**config.mk**
```make
export PLATFORM = sky130hd
export DESIGN_NAME = pcs_sync_fsm_flat
export DESIGN_NICKNAME = d
export VERILOG_FILES = /design/src/rtl/pcs_sync_pkg.sv /design/src/rtl/pcs_sync_fsm_if.sv /design/src/rtl/pcs_sat_cnt.sv /design/src/rtl/pcs_sync_fsm.sv /design/src/flat_wrapper.sv
export SDC_FILE = /design/constraint.sdc
export NUM_CORES = 1
export LEC_CHECK = 0
export CORE_MARGIN = 4
export CORE_UTILIZATION = 45
export DETAILED_ROUTE_END_ITERATION = 6
export PLACE_DENSITY = 0.79
export SLEW_MARGIN = 30
export SYNTH_ARGS = -nofsm -noshare
export SYNTH_HDL_FRONTEND = slang
export SYNTH_SLANG_ARGS = --single-unit
```
**constraint.sdc**
```tcl
create_clock -name i_Clk -period 2.2 [get_ports i_Clk]
set_input_delay 0.44 -clock i_Clk [delete_from_list [all_inputs] [get_ports i_Clk]]
set_output_delay 0.44 -clock i_Clk [all_outputs]
set_load 0.01 [all_outputs]
```
**src/rtl/pcs_sync_pkg.sv**
```systemverilog
// PCS code-group synchronization: shared state encoding,
// default parameters and state-step helpers.
package pcs_sync_pkg;

    localparam int unsigned SLIP_TIMEOUT_DEF = 20;
    localparam int unsigned GOOD_CGS_DEF     = 4;

    typedef enum logic [3:0] {
        ST_LOSS,
        ST_CD1,
        ST_AS1,
        ST_CD2,
        ST_AS2,
        ST_CD3,
        ST_SA1,
        ST_SA2,
        ST_SA3,
        ST_SA4
    } sync_st_t;

    function automatic logic in_sync(sync_st_t s);
        return (s == ST_SA1) || (s == ST_SA2) ||
               (s == ST_SA3) || (s == ST_SA4);
    endfunction

    // One step further from sync; SA4 falls back to LOSS
    function automatic sync_st_t sa_down(sync_st_t s);
        unique case (s)
            ST_SA1:  return ST_SA2;
            ST_SA2:  return ST_SA3;
            ST_SA3:  return ST_SA4;
            default: return ST_LOSS;
        endcase
    endfunction

    // One step back towards full sync
    function automatic sync_st_t sa_up(sync_st_t s);
        unique case (s)
            ST_SA4:  return ST_SA3;
            ST_SA3:  return ST_SA2;
            default: return ST_SA1;
        endcase
    endfunction

endpackage

```
**src/rtl/pcs_sync_fsm_if.sv**
```systemverilog
// Decoder-side bundle of the PCS sync FSM: code-group flags in,
// sync status, disparity override, slip and error count out.
interface pcs_sync_fsm_if;

    logic        i_Valid;
    logic        i_Kout;
    logic        i_DErr;
    logic        i_KErr;
    logic        i_DpErr;
    logic        i_Comma;
    logic        i_ErrCntClr;
    logic        o_SyncStatus;
    logic        o_ForceDisparity;
    logic        o_Disparity;
    logic        o_SlipReq;
    logic        o_RxEven;
    logic [15:0] o16_ErrCnt;

    modport master (
        output i_Valid, i_Kout, i_DErr, i_KErr, i_DpErr,
        output i_Comma, i_ErrCntClr,
        input  o_SyncStatus, o_ForceDisparity, o_Disparity,
        input  o_SlipReq, o_RxEven, o16_ErrCnt
    );

    modport slave (
        input  i_Valid, i_Kout, i_DErr, i_KErr, i_DpErr,
        input  i_Comma, i_ErrCntClr,
        output o_SyncStatus, o_ForceDisparity, o_Disparity,
        output o_SlipReq, o_RxEven, o16_ErrCnt
    );

endinterface

```
**src/rtl/pcs_sat_cnt.sv**
```systemverilog
// Saturating up-counter with synchronous clear;
// clear takes priority over increment.
module pcs_sat_cnt #(
    parameter int unsigned pW = 16
) (
    input  logic          i_Clk,
    input  logic          i_ARst_L,
    input  logic          i_Inc,
    input  logic          i_Clr,
    output logic [pW-1:0] o_Cnt
);

    // Count up, stick at all-ones, clear on demand
    always_ff @(posedge i_Clk or negedge i_ARst_L) begin
        if (!i_ARst_L) begin
            o_Cnt <= '0;
        end else if (i_Clr) begin
            o_Cnt <= '0;
        end else if (i_Inc && (o_Cnt != '1)) begin
            o_Cnt <= o_Cnt + 1'b1;
        end
    end

endmodule

```
**src/rtl/pcs_sync_fsm.sv**
```systemverilog
// PCS receive synchronization FSM with comma-slip timeout.
// Define PCS_SYNC_ERRCNT_EN to enable the bad code-group counter.
module pcs_sync_fsm
    import pcs_sync_pkg::*;
#(
    parameter int unsigned pSLIP_TIMEOUT = SLIP_TIMEOUT_DEF,
    parameter int unsigned pGOOD_CGS     = GOOD_CGS_DEF
) (
    input  logic          i_Clk,
    input  logic          i_ARst_L,
    pcs_sync_fsm_if.slave bus
);

    localparam int unsigned SW = $clog2(pSLIP_TIMEOUT + 1);
    localparam int unsigned GW = $clog2(pGOOD_CGS + 1);
    localparam logic [SW-1:0] SLIP_LAST = SW'(pSLIP_TIMEOUT - 1);
    localparam logic [GW-1:0] GOOD_LAST = GW'(pGOOD_CGS - 1);

    sync_st_t      state_q, state_d;
    logic [SW-1:0] slip_q, slip_d;
    logic [GW-1:0] good_q, good_d;
    logic          even_q, even_d;
    logic          slip_req_d, slip_req_q;
    logic          sync_d, sync_q;
    logic          force_d, force_q;
    logic          cgbad, cggood;

    assign cgbad  = bus.i_DErr | bus.i_KErr | bus.i_DpErr |
                    (bus.i_Comma & even_q);
    assign cggood = ~cgbad;

    // State, counters and even/odd tracker
    always_ff @(posedge i_Clk or negedge i_ARst_L) begin
        if (!i_ARst_L) begin
            state_q <= ST_LOSS;
            slip_q  <= '0;
            good_q  <= '0;
            even_q  <= 1'b0;
        end else begin
            state_q <= state_d;
            slip_q  <= slip_d;
            good_q  <= good_d;
            even_q  <= even_d;
        end
    end

    // Next state; everything holds on cycles without a code-group
    always_comb begin
        state_d    = state_q;
        slip_d     = slip_q;
        good_d     = good_q;
        even_d     = even_q;
        slip_req_d = 1'b0;
        if (bus.i_Valid) begin
            even_d = ~even_q;
            unique case (state_q)
                ST_LOSS: begin
                    if (bus.i_Comma) begin
                        state_d = ST_CD1;
                        even_d  = 1'b1;
                    end else if (slip_q >= SLIP_LAST) begin
                        slip_req_d = 1'b1;
                        slip_d     = '0;
                    end else begin
                        slip_d = slip_q + 1'b1;
                    end
                end
                ST_CD1: state_d = (cggood & ~bus.i_Kout) ? ST_AS1 : ST_LOSS;
                ST_CD2: state_d = (cggood & ~bus.i_Kout) ? ST_AS2 : ST_LOSS;
                ST_CD3: state_d = (cggood & ~bus.i_Kout) ? ST_SA1 : ST_LOSS;
                ST_AS1, ST_AS2: begin
                    if (cgbad) begin
                        state_d = ST_LOSS;
                    end else if (bus.i_Comma) begin
                        state_d = (state_q == ST_AS1) ? ST_CD2 : ST_CD3;
                        even_d  = 1'b1;
                    end
                end
                ST_SA1: begin
                    if (cgbad) begin
                        state_d = ST_SA2;
                        good_d  = '0;
                    end
                end
                ST_SA2, ST_SA3, ST_SA4: begin
                    if (cgbad) begin
                        state_d = sa_down(state_q);
                        good_d  = '0;
                    end else if (good_q >= GOOD_LAST) begin
                        state_d = sa_up(state_q);
                        good_d  = '0;
                    end else begin
                        good_d = good_q + 1'b1;
                    end
                end
                default: state_d = ST_LOSS;
            endcase
            // Slip count lives only in LOSS, good count only in SA2..SA4
            if (state_d != ST_LOSS) slip_d = '0;
            if (!in_sync(state_d))  good_d = '0;
        end
    end

    // Status decode from the current state
    always_comb begin
        sync_d  = in_sync(state_q);
        force_d = ~sync_d;
    end

    // Registered outputs
    always_ff @(posedge i_Clk or negedge i_ARst_L) begin
        if (!i_ARst_L) begin
            sync_q     <= 1'b0;
            force_q    <= 1'b1;
            slip_req_q <= 1'b0;
        end else begin
            sync_q     <= sync_d;
            force_q    <= force_d;
            slip_req_q <= slip_req_d;
        end
    end

    assign bus.o_SyncStatus     = sync_q;
    assign bus.o_ForceDisparity = force_q;
    assign bus.o_Disparity      = force_q;
    assign bus.o_SlipReq        = slip_req_q;
    assign bus.o_RxEven         = even_q;

`ifdef PCS_SYNC_ERRCNT_EN
    logic err_inc;
    assign err_inc = bus.i_Valid & cgbad & sync_q;

    pcs_sat_cnt #(
        .pW (16)
    ) u_err_cnt (
        .i_Clk    (i_Clk),
        .i_ARst_L (i_ARst_L),
        .i_Inc    (err_inc),
        .i_Clr    (bus.i_ErrCntClr),
        .o_Cnt    (bus.o16_ErrCnt)
    );
`else
    logic unused_err_clr;
    assign unused_err_clr  = bus.i_ErrCntClr;
    assign bus.o16_ErrCnt  = '0;
`endif

endmodule

```
**src/flat_wrapper.sv**
```systemverilog
// flat-port wrapper written by rule: the top's interface ports become plain ports
module pcs_sync_fsm_flat import pcs_sync_pkg::*;
#(
    parameter int unsigned pSLIP_TIMEOUT = SLIP_TIMEOUT_DEF,
    parameter int unsigned pGOOD_CGS     = GOOD_CGS_DEF
)
  (i_Clk, i_ARst_L, bus_i_Valid, bus_i_Kout, bus_i_DErr, bus_i_KErr, bus_i_DpErr, bus_i_Comma, bus_i_ErrCntClr, bus_o_SyncStatus, bus_o_ForceDisparity, bus_o_Disparity, bus_o_SlipReq, bus_o_RxEven, bus_o16_ErrCnt);
  pcs_sync_fsm_if bus_i ();
  input  logic i_Clk;
  input  logic i_ARst_L;
  input wire logic [$bits(bus_i.i_Valid)-1:0] bus_i_Valid;
  input wire logic [$bits(bus_i.i_Kout)-1:0] bus_i_Kout;
  input wire logic [$bits(bus_i.i_DErr)-1:0] bus_i_DErr;
  input wire logic [$bits(bus_i.i_KErr)-1:0] bus_i_KErr;
  input wire logic [$bits(bus_i.i_DpErr)-1:0] bus_i_DpErr;
  input wire logic [$bits(bus_i.i_Comma)-1:0] bus_i_Comma;
  input wire logic [$bits(bus_i.i_ErrCntClr)-1:0] bus_i_ErrCntClr;
  output wire logic [$bits(bus_i.o_SyncStatus)-1:0] bus_o_SyncStatus;
  output wire logic [$bits(bus_i.o_ForceDisparity)-1:0] bus_o_ForceDisparity;
  output wire logic [$bits(bus_i.o_Disparity)-1:0] bus_o_Disparity;
  output wire logic [$bits(bus_i.o_SlipReq)-1:0] bus_o_SlipReq;
  output wire logic [$bits(bus_i.o_RxEven)-1:0] bus_o_RxEven;
  output wire logic [$bits(bus_i.o16_ErrCnt)-1:0] bus_o16_ErrCnt;
  assign bus_i.i_Valid = bus_i_Valid;
  assign bus_i.i_Kout = bus_i_Kout;
  assign bus_i.i_DErr = bus_i_DErr;
  assign bus_i.i_KErr = bus_i_KErr;
  assign bus_i.i_DpErr = bus_i_DpErr;
  assign bus_i.i_Comma = bus_i_Comma;
  assign bus_i.i_ErrCntClr = bus_i_ErrCntClr;
  assign bus_o_SyncStatus = bus_i.o_SyncStatus;
  assign bus_o_ForceDisparity = bus_i.o_ForceDisparity;
  assign bus_o_Disparity = bus_i.o_Disparity;
  assign bus_o_SlipReq = bus_i.o_SlipReq;
  assign bus_o_RxEven = bus_i.o_RxEven;
  assign bus_o16_ErrCnt = bus_i.o16_ErrCnt;
  pcs_sync_fsm #(.pSLIP_TIMEOUT(pSLIP_TIMEOUT), .pGOOD_CGS(pGOOD_CGS)) u_core (.i_Clk(i_Clk), .i_ARst_L(i_ARst_L), .bus(bus_i));
endmodule
```
==> impl_metrics.yaml <==
outcome:
  outcome: "complete, no violations"
sta:
  fin_crit_ns: 2.08
  clock_skew_ns: 0.00788
  fmax_mhz: 481
  drv_slew: 0
  slew_headroom: 0.519
  whs_ns: 0.548
  worst_pin_slew_ns: 0.719
  rsz0062_at_grt: "yes"
  finalCritPeriodShare: 0.945
  hold_viol_final: 0
  setup_violations: 0
grt:
  grt_max_degree: 17
  track_usage: 0.164
  antenna_found_initial: 0
  grt-ovfl-total: 0
  grt_pass1_vias: 1095
  grt_pass1_wl_um: 4640
worst_setup_path:
  arrival_ns: 2.28
  crit_fanout: 10
  crit_type: "in -> reg"
  cp-start-kind: "input pin"
  critPathCaptureType: "flop"
  cp.required_ns: 2.40
synthesis:
  synth_cells: 146
  synthFlopType: "dfrtp_1"
  synth.area.top_cells: "dfrtp_1 30%, buf_4 10%, o41ai_1 4.8%"
  ys_types: 46
  yosys_warnings: 0
  yosys.area.top_type: "dfrtp_1"
  synth_top_area_share: 0.297
  synth_edf_count: 0
  yosys_register_bits: 16
  syn_area_um2: 1260
  postSynth.asyncResetShare: 1.00
  synth.yosys.seq_area_share: 0.318
  syn_area_per_cell_um2: 8.66
cts:
  clockRootBuffer: "clkbuf_4"
  cts_inserted_buffers: 3
  ctsHtreeMaxLevel: 1
  cts.path.max_buffers: 2
  clk_pin_slew_ns: 0.10
  cts_tree: "built"
  cts_hold_buffers: 0
  cts_sinks: 16
  clock_latency_ns: 0.29
route:
  drtIter0Drc: 72
  wirelength_um: 2730
  drtAntennaViolNets: 0
  dr.pass1.iters: 4
  drc_errors: 0
  vias: 1119
  wl_per_cell_um: 13.9
  drt-vias-per-instance: 5.71
pwr:
  swShare: 0.381
  leakage_nw: 0.614
  power_density_nw_per_um2: 697
  ir_drop_mv: 0.563
  seq_power_share: 0.449
  comb_power_share: 0.355
  p_sw_w: 0.000384
  p_int_w: 0.000625
  clockPowerShare: 0.196
layout:
  num_antenna_cells: 0
  drive_gt1_frac: 0.175
  post-route-util: 0.564
  area_growth_pct: 14.5
  final_nets: 179
job:
  cap_viol_max_count: 0
floorplanning:
  start_util: 0.493
  io_pins: 30
  die_area_um2: 3720
  die_h_um: 61.0
  die_w_um: 61.0
  rows: 18
  core_area_um2: 2570
placed_design:
  gp_congestion: 0.836
  numPortBuffers: 12
  hpwl_um: 2120
hold_path:
  hold_class: "reg -> reg"
==> registers in the layout, indices dropped and copies added, names as in the netlist <==
register and count:
u_core.bus.o_SyncStatus 1, u_core.bus.o_SlipReq 1, u_core.bus.o_Disparity 1, u_core.bus.o_RxEven 1, u_core.slip_q 5, u_core.good_q 3, u_core.state_q 4
==> layer usage <==
| layer | routed length [um] | track usage |
|---|---|---|
| met1 | 1130 | 0.200 |
| met4 | 32 | 0.0402 |
| met3 | 211 | 0.0461 |
| met5 | 0 | 0 |
| met2 | 1360 | 0.285 |
==> stage by stage <==
stage	setup WS [ns]	power [W]	instance area, um^2	TNS (ns)	instances
after floorplan	0.330	0.000705	1320	0	161
after global placement	-0.139	0.000787	1410	-0.804	192
after detailed placement	-0.166	0.000807	1410	-1.11	192
after CTS	0.0326	0.00101	1440	0	196
after global routing	-0.0325	0.00109	1450	-0.0626	196
final	0.121	0.00101	1450	0	196
==> critical path, cell delays in order <==
cell and delay (ns):
clkdlybuf4s50_1 0.45, a2111o_1 0.61, o21ai_1 0.23, o311ai_2 0.17, nand3b_1 0.19, o31ai_1 0.19
==> power groups by stage <==
stage	Clock, W	Sequential (W)	Combinational (W)
after detailed placement	0	0.000457	0.000351
final	0.000198	0.000453	0.000358
after floorplan	0	0.000419	0.000286
after CTS	0.000206	0.000450	0.000354
after global routing	0.000219	0.000466	0.000404
after global placement	0	0.000448	0.000339
==> cells by family after synthesis <==
| group | after synthesis | share of synthesized area |
|---|---|---|
| flip-flops | 16 | 0.318 |
| AND/OR/NAND/NOR | 49 | 0.205 |
| multiplexers | 1 | 0.00890 |
| adder cells (fa/ha/maj) | 3 | 0.0297 |
| AO/OA/AOI/OAI | 44 | 0.277 |
| other | 1 | 0.00296 |
| buffers and inverters | 32 | 0.159 |
==> cells in the mapped netlist, types with 2 or more instances <==
master / n
o21ai_0: 4
nor2_1: 13
nor3_2: 3
buf_2: 2
o41ai_1: 7
inv_1: 6
buf_4: 17
a22oi_1: 2
buf_6: 2
a21oi_1: 3
clkbuf_1: 2
nand2b_1: 3
nand3_1: 6
nand2_1: 12
a32o_1: 2
nor2b_1: 2
inv_2: 2
a31oi_1: 6
dfrtp_1: 15
o21ai_1: 7
nor3_1: 2
nand3b_1: 2
ha_1: 3
==> final timing paths <==
check | depth (start not counted) | slack (ns) | start | endpoint
max | 6 | 0.12 | bus_i_Comma | u_core.slip_q[1]
min | 2 | 0.55 | u_core.good_q[1] | u_core.good_q[1]
max reg2reg | 7 | 0.15 | u_core.good_q[0] | u_core.slip_q[3]
min reg2reg | 2 | 0.55 | u_core.good_q[1] | u_core.good_q[1]
max in group asynchronous | 1 | 1.17 | i_ARst_L | u_core.slip_q[2]
min in group asynchronous | 1 | 0.57 | i_ARst_L | u_core.good_q[2]
==> cell type report <==
type / instances / area, um^2
inverters: 8 / 30.0
well taps: 30 / 37.5
multi-input cells: 113 / 726
repair buffers: 25 / 218
fillers: 235 / 1120
flip-flops and latches: 16 / 402
clock buffers: 4 / 36.3
==> cell usage in the layout (no fill, tap or decap), drive strengths merged, types with 4 or more instances in the layout <==
master,synthesis,final
nor2,13,13
nand3,6,6
a31oi,6,6
o41ai,8,8
conb,1,16
dfrtp,15,15
nand2,12,12
inv,8,8
clkdlybuf4s50,0,12
buf,22,13
o21ai,11,11
nor3,5,5
clkbuf,2,4
==> what timing repair did <==
action	CTS	global route
buffers inserted	0	0
resized for setup	0	1
endpoints found under the setup margin	0	5
(Power assumes the default switching activity.)
